[src/rtl/servgrid_pkg.sv]
// Shared types and constants for the servgrid host bridge.
package servgrid_pkg;

  typedef enum logic [1:0] {
    IDLE,
    CORE_WAIT,
    RESP
  } state_e;

  // Host address bit that steers an access to the bridge's own registers.
  localparam int LOCAL_SEL_BIT = 20;

  // Local register byte offsets (decoded on adr[7:2]).
  localparam logic [7:0] REG_CORE_RUN = 8'h00;
  localparam logic [7:0] REG_STATUS   = 8'h04;

  // STATUS field positions.
  localparam int STATUS_TO_BIT  = 0;
  localparam int STATUS_IDX_LSB = 8;
  localparam int STATUS_IDX_W   = 4;

endpackage

[src/rtl/servgrid_bridge_regs.sv]
// Local register window: CORE_RUN gates the cores, STATUS records the last timeout.
module servgrid_bridge_regs
  import servgrid_pkg::*;
#(
  parameter int                NCORES  = 16,
  parameter logic [NCORES-1:0] RUN_RST = '1
) (
  input  logic              clk,
  input  logic              rst_n,
  input  logic              wr_en_i,
  input  logic [5:0]        word_i,
  input  logic [31:0]       wdata_i,
  input  logic              to_set_i,
  input  logic [3:0]        to_idx_i,
  output logic [NCORES-1:0] core_run_o,
  output logic [31:0]       rdata_o
);

  localparam logic [5:0] RUN_WORD    = REG_CORE_RUN[7:2];
  localparam logic [5:0] STATUS_WORD = REG_STATUS[7:2];

  logic [NCORES-1:0]       run_q;
  logic                    to_q;
  logic [STATUS_IDX_W-1:0] idx_q;

  // Only bit 0 and the low NCORES bits of write data matter; fold the rest away.
  logic unused_wdata;
  assign unused_wdata = ^wdata_i;

  // Register storage; a timeout capture takes priority over a W1C of TO.
  always_ff @(posedge clk) begin
    if (!rst_n) begin
      run_q <= RUN_RST;
      to_q  <= 1'b0;
      idx_q <= '0;
    end else begin
      if (wr_en_i && (word_i == RUN_WORD)) begin
        run_q <= wdata_i[NCORES-1:0];
      end
      if (to_set_i) begin
        to_q  <= 1'b1;
        idx_q <= to_idx_i;
      end else if (wr_en_i && (word_i == STATUS_WORD) && wdata_i[STATUS_TO_BIT]) begin
        to_q <= 1'b0;
      end
    end
  end

  // Read mux; unmapped offsets read as zero.
  always_comb begin
    rdata_o = '0;
    if (word_i == RUN_WORD) begin
      rdata_o[NCORES-1:0] = run_q;
    end else if (word_i == STATUS_WORD) begin
      rdata_o[STATUS_TO_BIT] = to_q;
      rdata_o[STATUS_IDX_LSB +: STATUS_IDX_W] = idx_q;
    end
  end

  assign core_run_o = run_q;

endmodule

[src/rtl/servgrid_host_bridge.sv]
// Shares one host Wishbone port across the grid's cores, one transaction at a time.
module servgrid_host_bridge
  import servgrid_pkg::*;
#(
  parameter int                NCORES  = 16,
  parameter int                SEL_LSB = 16,
  parameter int                TIMEOUT = 255,
  parameter logic [NCORES-1:0] RUN_RST = '1
) (
  input  logic                 wb_clk,
  input  logic                 wb_rst_n,
  input  logic [31:0]          i_wb_host_adr,
  input  logic [31:0]          i_wb_host_dat,
  input  logic [3:0]           i_wb_host_sel,
  input  logic                 i_wb_host_we,
  input  logic                 i_wb_host_stb,
  output logic [31:0]          o_wb_host_rdt,
  output logic                 o_wb_host_ack,
  output logic                 o_wb_host_err,
  output logic [31:0]          o_wb_core_adr,
  output logic [31:0]          o_wb_core_dat,
  output logic [3:0]           o_wb_core_sel,
  output logic                 o_wb_core_we,
  output logic [NCORES-1:0]    o_wb_core_stb,
  input  logic [32*NCORES-1:0] i_wb_core_rdt,
  input  logic [NCORES-1:0]    i_wb_core_ack,
  output logic [NCORES-1:0]    o_core_rst_n
);

  localparam int             CNT_W   = $clog2(TIMEOUT + 1);
  localparam logic [CNT_W-1:0] CNT_MAX = CNT_W'(TIMEOUT);

  state_e            state_q;
  logic [31:0]       adr_q, dat_q, rdt_q;
  logic [3:0]        sel_q, idx_q;
  logic              we_q, ack_q, err_q;
  logic [NCORES-1:0] stb_q;
  logic [CNT_W-1:0]  cnt_q, cnt_d;

  logic [3:0]        host_idx;
  logic              host_local, core_ok;
  logic [15:0]       run16, ack16, host_onehot;
  logic [32*16-1:0]  rdt16;
  logic [31:0]       core_rdt;
  logic              core_ack, to_hit;
  logic [NCORES-1:0] core_run;
  logic [31:0]       reg_rdata;
  logic              reg_wr;

  // Padding per-core vectors to 16 keeps every 4-bit index in range.
  assign run16       = 16'(core_run);
  assign ack16       = 16'(i_wb_core_ack);
  assign rdt16       = (32*16)'(i_wb_core_rdt);
  assign host_idx    = i_wb_host_adr[SEL_LSB +: 4];
  assign host_local  = i_wb_host_adr[LOCAL_SEL_BIT];
  assign host_onehot = 16'b1 << host_idx;
  assign core_ok     = ({1'b0, host_idx} < 5'(NCORES)) && run16[host_idx];
  assign core_ack    = ack16[idx_q];
  assign core_rdt    = rdt16[{idx_q, 5'b0} +: 32];

  // Saturating wait counter; a timeout fires on the cycle it would reach TIMEOUT.
  assign cnt_d  = (cnt_q == CNT_MAX) ? cnt_q : cnt_q + 1'b1;
  assign to_hit = (state_q == CORE_WAIT) && !core_ack && (cnt_d == CNT_MAX);
  assign reg_wr = (state_q == IDLE) && i_wb_host_stb && host_local && i_wb_host_we;

  servgrid_bridge_regs #(
    .NCORES  (NCORES),
    .RUN_RST (RUN_RST)
  ) u_regs (
    .clk        (wb_clk),
    .rst_n      (wb_rst_n),
    .wr_en_i    (reg_wr),
    .word_i     (i_wb_host_adr[7:2]),
    .wdata_i    (i_wb_host_dat),
    .to_set_i   (to_hit),
    .to_idx_i   (idx_q),
    .core_run_o (core_run),
    .rdata_o    (reg_rdata)
  );

  // Transaction sequencer with registered host and core-side outputs.
  always_ff @(posedge wb_clk) begin
    if (!wb_rst_n) begin
      state_q <= IDLE;
      adr_q   <= '0;
      dat_q   <= '0;
      sel_q   <= '0;
      we_q    <= 1'b0;
      idx_q   <= '0;
      stb_q   <= '0;
      ack_q   <= 1'b0;
      err_q   <= 1'b0;
      rdt_q   <= '0;
      cnt_q   <= '0;
    end else begin
      case (state_q)
        IDLE: begin
          ack_q <= 1'b0;
          err_q <= 1'b0;
          if (i_wb_host_stb) begin
            adr_q <= i_wb_host_adr;
            dat_q <= i_wb_host_dat;
            sel_q <= i_wb_host_sel;
            we_q  <= i_wb_host_we;
            idx_q <= host_idx;
            if (host_local) begin
              ack_q   <= 1'b1;
              rdt_q   <= reg_rdata;
              state_q <= RESP;
            end else if (!core_ok) begin
              err_q   <= 1'b1;
              rdt_q   <= '0;
              state_q <= RESP;
            end else begin
              stb_q   <= host_onehot[NCORES-1:0];
              cnt_q   <= '0;
              state_q <= CORE_WAIT;
            end
          end
        end
        CORE_WAIT: begin
          if (core_ack) begin
            stb_q   <= '0;
            ack_q   <= 1'b1;
            rdt_q   <= core_rdt;
            state_q <= RESP;
          end else if (to_hit) begin
            stb_q   <= '0;
            err_q   <= 1'b1;
            rdt_q   <= '0;
            cnt_q   <= cnt_d;
            state_q <= RESP;
          end else begin
            cnt_q <= cnt_d;
          end
        end
        RESP: begin
          ack_q   <= 1'b0;
          err_q   <= 1'b0;
          state_q <= IDLE;
        end
        default: state_q <= IDLE;
      endcase
    end
  end

  assign o_wb_host_rdt = rdt_q;
  assign o_wb_host_ack = ack_q;
  assign o_wb_host_err = err_q;
  assign o_wb_core_adr = adr_q;
  assign o_wb_core_dat = dat_q;
  assign o_wb_core_sel = sel_q;
  assign o_wb_core_we  = we_q;
  assign o_wb_core_stb = stb_q;
  assign o_core_rst_n  = core_run & {NCORES{wb_rst_n}};

endmodule

[config.mk]
export PLATFORM = sky130hd
export DESIGN_NAME = servgrid_host_bridge
export DESIGN_NICKNAME = d
export VERILOG_FILES = /design/src/rtl/servgrid_pkg.sv /design/src/rtl/servgrid_bridge_regs.sv /design/src/rtl/servgrid_host_bridge.sv
export SDC_FILE = /design/constraint.sdc
export NUM_CORES = 1
export LEC_CHECK = 0
export CORE_AREA = 2 2 286 288
export CTS_CLUSTER_DIAMETER = 40
export DETAILED_ROUTE_END_ITERATION = 16
export DIE_AREA = 0 0 288 290
export GPL_TIMING_DRIVEN = 0
export MAX_ROUTING_LAYER = met4
export PLACE_DENSITY = 0.41
export SLEW_MARGIN = 20
export SYNTH_ARGS = -nofsm -noshare
export SYNTH_HDL_FRONTEND = slang
export SYNTH_SLANG_ARGS = --single-unit
[constraint.sdc]
create_clock -name wb_clk -period 5.8 [get_ports wb_clk]
set_input_delay 1.16 -clock wb_clk [delete_from_list [all_inputs] [get_ports wb_clk]]
set_output_delay 1.16 -clock wb_clk [all_outputs]
set_load 0.01 [all_outputs]
Word-level counts from Yosys, hierarchy flattened
Index checks and enable logic that the tools add are counted.
Storage, ports and cells
  register bits: 154
  input bits: 600
Operators by class
  add/subtract/negate cells: 1
  $lt $le $gt $ge: 2
  eq/ne operators: 13
  shifts and indexed selects: 2
  muxes and demuxes: 46
  bitwise operators: 1
  reductions and logical operators: 21
Operators with widths (number)
  indexed part select 512 x 10 -> 32 bit: 1
  two-way mux 32 bit: 5
  two-way mux 16 bit: 5
  one-hot mux 32 bit (2 select lines): 1
  two-way mux 8 bit: 5
  one-hot mux 16 bit (2 select lines): 1
  AND 16 bit: 1
  == test 8 bit (second input constant): 2
  one-hot mux 8 bit (2 select lines): 1
  << shifter 1 x 4 -> 16 bit (first input constant): 1
  two-way mux 1 bit: 14
  two-way mux 4 bit: 3
  inequality test 2 bit (second input constant): 6
  < comparator 4 x 5 -> 1 bit (second input constant): 2
  two-way mux 2 bit: 5
  AND reduction 5 bit: 2
  adder 8 x 1 -> 8 bit (second input constant): 1
  binary-select mux 1 bit (select 4 bit): 2
  logical AND 1 bit: 8
  two-way mux 7 bit: 1
  == test 6 x 1 -> 1 bit (second input constant): 1
  zero test 6 bit: 1
  inequality test 3 bit (second input constant): 2
  one-hot mux 1 bit (3 select lines): 2
  other kinds (10): 13

Longest topological paths before layout
  word-level depth: 8
  depth in mapped cells: 12
  gate-level depth less buffers: 8

By module
A second synthesis with hierarchy kept.
Second synthesis, totals
  cell total of the unflattened synthesis: 1133
  area total of the unflattened synthesis: 11129.4 µm²
Modules (own cells, without submodules)
  servgrid_host_bridge: times used 1, cells an instance 1001, area an instance 9907.0 µm², sequential area each 2582.5 µm²
  servgrid_bridge_regs: times used 1, cells an instance 132, area an instance 1222.4 µm², sequential area each 420.4 µm²

Least setup slack after synthesis
No wires, ideal clock.
  path kind: input -> output
  start: input wb_rst_n
  end: output o_core_rst_n[10]
  data arrival time: 1.833 ns
  data required time: 4.640 ns
  path slack: 2.807 ns
  stages on the path: 3
  buffers on the path: 2
  cell sequence: clkbuf_1 -> clkbuf_1 -> and2_1
On the way
  cells in the longest elaborated chain, start to end: 1
Ends and longest elaborated chain
  start, declared: RTL line servgrid_host_bridge.sv:11  | input logic wb_rst_n,
  AND 16 bit: RTL line servgrid_host_bridge.sv:155  | assign o_core_rst_n = core_run & {NCORES{wb_rst_n}};
  end, declared: RTL line servgrid_host_bridge.sv:27  | output logic [NCORES-1:0] o_core_rst_n
Every way passes these cells.

Worst setup path after layout
  start: input wb_rst_n
  end: output o_core_rst_n[14]
The elaborated chain is that of the path after synthesis.

==> impl_metrics.env <==
export IMPL_synth_top_area_share_pct=35.8
export IMPL_crit_slowest_cell="clkdlybuf4s50_1"
export IMPL_slew_violations=0
export IMPL_cts_tree="done"
export IMPL_drt_first_pass_iters=5
export IMPL_netlist_area_um2=10400
export IMPL_wl_per_cell_um=28.5
export IMPL_busiest_layer="met2"
export IMPL_grt_use_met3_pct=2.28
export IMPL_fp_dieW_um=288
export IMPL_use_met1_pct=23.8
export IMPL_ys_types=57
export IMPL_clock_fmax_mhz=214
export IMPL_final_cells=2823
export IMPL_cts_sinks=150
export IMPL_grt_overflow=0
export IMPL_fp_row_count=104
export IMPL_cellPowerDensity_nw_per_um2=202
export IMPL_layout_nets=2347
export IMPL_synth_edf_count=0
export IMPL_hold_viol=0
export IMPL_required_ns=4.64
export IMPL_root_buffer="clkbuf_16"
export IMPL_post_cts_buffers=0
export IMPL_ant_nets=0
export IMPL_cts_max_level=4
export IMPL_grt_pass1_wl_um=107000
export IMPL_yosysWarningCount=0
export IMPL_synthSimpleGateAreaFrac_pct=15.6
export IMPL_crit_type="primary input to output port"
export IMPL_p_leak_nw=6.52
export IMPL_worstPathCellList="clkdlybuf4s50_1 > clkbuf_1 > clkbuf_1 > and2_1 > clkdlybuf4s50_1"
export IMPL_dp_cells=2784
export IMPL_fin_area_um2=19700
export IMPL_tightest_slew_ns=1.04
export IMPL_fin_worst_skew_ns=0.0213
export IMPL_max_slew_margin_pct=30.8
export IMPL_synth_mux_area_fraction_pct=39.0
export IMPL_drtIter0Drc=730
export IMPL_area_growth_pct=89.2
export IMPL_synth_compound_area_share_pct=11.4
export IMPL_path_clk_slew_ns=0.07
export IMPL_synthesis_nets=1595
export IMPL_crit_arrival_ns=3.51
export IMPL_ctsResizeCount=0
export IMPL_finalPower_mw=3.99
export IMPL_worstPathMaxFanout=10
export IMPL_dpl_worst_slack_ns=1.09
export IMPL_syn_inst=991
export IMPL_antenna_found_initial=27
export IMPL_crit_path_start_kind="primary input"
export IMPL_grt_pass1_vias=12500
export IMPL_cts_buffers=17
export IMPL_setup_viol=0
export IMPL_port_buffers=733
export IMPL_avgViaCountPerCell=4.21
export IMPL_placed_area_um2=19100
export IMPL_cap_violations=0
export IMPL_gp_congestion=0.952
export IMPL_via_count=11900
export IMPL_setup_tns_ns=0
export IMPL_start_util_pct=13.0
export IMPL_ir_drop_v=0.000212
export IMPL_drive_gt1_share_pct=15.2
export IMPL_rsz0062_at_grt="no"
export IMPL_yosysMostFrequentCell="nand2_1"
export IMPL_max_clock_path_buffers=2
export IMPL_crit_family="buffers and inverters"
export IMPL_die_area_um2=83500
export IMPL_post_route_period_util_pct=80.5
export IMPL_fin_util_pct=24.6
export IMPL_period_needed_ns=4.67
export IMPL_slowest_delay_ns=0.59
export IMPL_die_h_um=290
export IMPL_synth_xor_xnor_area_share_pct=0
export IMPL_core_area_um2=80200
export IMPL_ios=735
export IMPL_status="finished, final reports clean"
export IMPL_synth_top_family_by_area="multiplexers"
export IMPL_hpwlAfterDp_um=70500
export IMPL_hp_class="flop to flop"
export IMPL_synth_top_area_cell="mux4_2"
export IMPL_drt_total_wl_um=80400
export IMPL_critPathBufInv=4
export IMPL_avgSynthCellArea_um2=10.5
export IMPL_met2_usage_pct=34.1
export IMPL_synth_area_top_cells="mux4_2, dfxtp_1, nand2_1, a21oi_1, mux2i_1"
export IMPL_fin_ws_ns=1.13
export IMPL_seq_area_frac_synth_pct=28.8
export IMPL_end_kind="output port"
export IMPL_drc=0
export IMPL_synthTopCellsByCount="nand2_1, mux4_2, dfxtp_1"
export IMPL_ys_ff_latch=150
export IMPL_cts_hold_buf=0
export IMPL_ys_flop_type="dfxtp_1"
export IMPL_holdWs_ns=0.456
export IMPL_grt_max_degree=19
export IMPL_grt_use_total_pct=19.3
export IMPL_worstSkewPairLatency_ns=0.46
export IMPL_ys_async_sr_fraction_pct=0
export IMPL_synthAdderAreaFrac_pct=0.480
per-layer routing:
metal | vias to the layer above | part of all wire, %
met5 | - | 0
met4 | 0 | 1.4
met3 | 61 | 4.0
met2 | 522 | 52
met1 | 6023 | 43
li1 | 5288 | -
registers in the layout, summed over array words and instances (netlist names), 4 cells and up:
| signal | count |
|---|---|
| u_regs.core_run_o | 16 |
| u_regs.idx_q | 4 |
| o_wb_core_dat | 32 |
| cnt_q | 8 |
| o_wb_host_rdt | 32 |
| o_wb_core_sel | 4 |
| o_wb_core_adr | 32 |
| o_wb_core_stb | 16 |
where the power goes:
group          switching [mW]  total [mW]  internal, mW
clock                   0.569        1.20         0.628
combinational           0.760        1.65         0.891
sequential             0.0419        1.14          1.10
total                    1.37        3.99          2.62
cells in the final DEF, fill, tap and decap left out, types with 19 or more instances in the layout:
| master | instances |
|---|---|
| a21oi_1 | 118 |
| buf_2 | 25 |
| nand3_1 | 22 |
| o21ai_0 | 26 |
| dfxtp_1 | 150 |
| clkbuf_1 | 53 |
| mux4_2 | 166 |
| mux2i_1 | 23 |
| and2_1 | 19 |
| clkdlybuf4s50_1 | 733 |
| nand2_1 | 220 |
final cells by class:
type	instances	area, µm²
repair buffers	733	7340
clock inverters	15	206
clock buffers	17	425
well taps	1060	1330
inverters	6	22.5
plain buffers	97	464
diodes	7	17.5
multi-input cells	738	6950
fillers	8624	60400
flip-flops and latches	150	3000
worst reg2reg max path: stages, from the launching register on:
cell      delay (ns)
dfxtp_1         0.35
buf_2           0.25
buf_2           0.33
buf_2           0.40
buf_1           0.79
mux4_2          0.50
mux4_2          0.53
nand4b_1        0.13
a21oi_1         0.07
final timing paths:
path	startpoint	endpoint	slack, ns	cells past startpoint
worst max-delay path	wb_rst_n	o_core_rst_n[14]	1.13	5
worst min-delay path	o_wb_core_dat[19]	o_wb_core_dat[19]	0.46	2
worst max register to register	o_wb_core_adr[17]	o_wb_host_rdt[25]	2.30	8
worst min register to register	o_wb_core_dat[19]	o_wb_core_dat[19]	0.46	2
cell families (layout without fill, tap and decap cells):
family                   Yosys count  count (layout)
AND/OR/NAND/NOR                  349             349
multiplexers                     198             198
AO/OA/AOI/OAI                    187             187
flip-flops                       150             150
buffers and inverters            103             868
adder cells (fa/ha/maj)            4               4
other                              0               7
No activity file was read; power rests on OpenSTA's default activity.
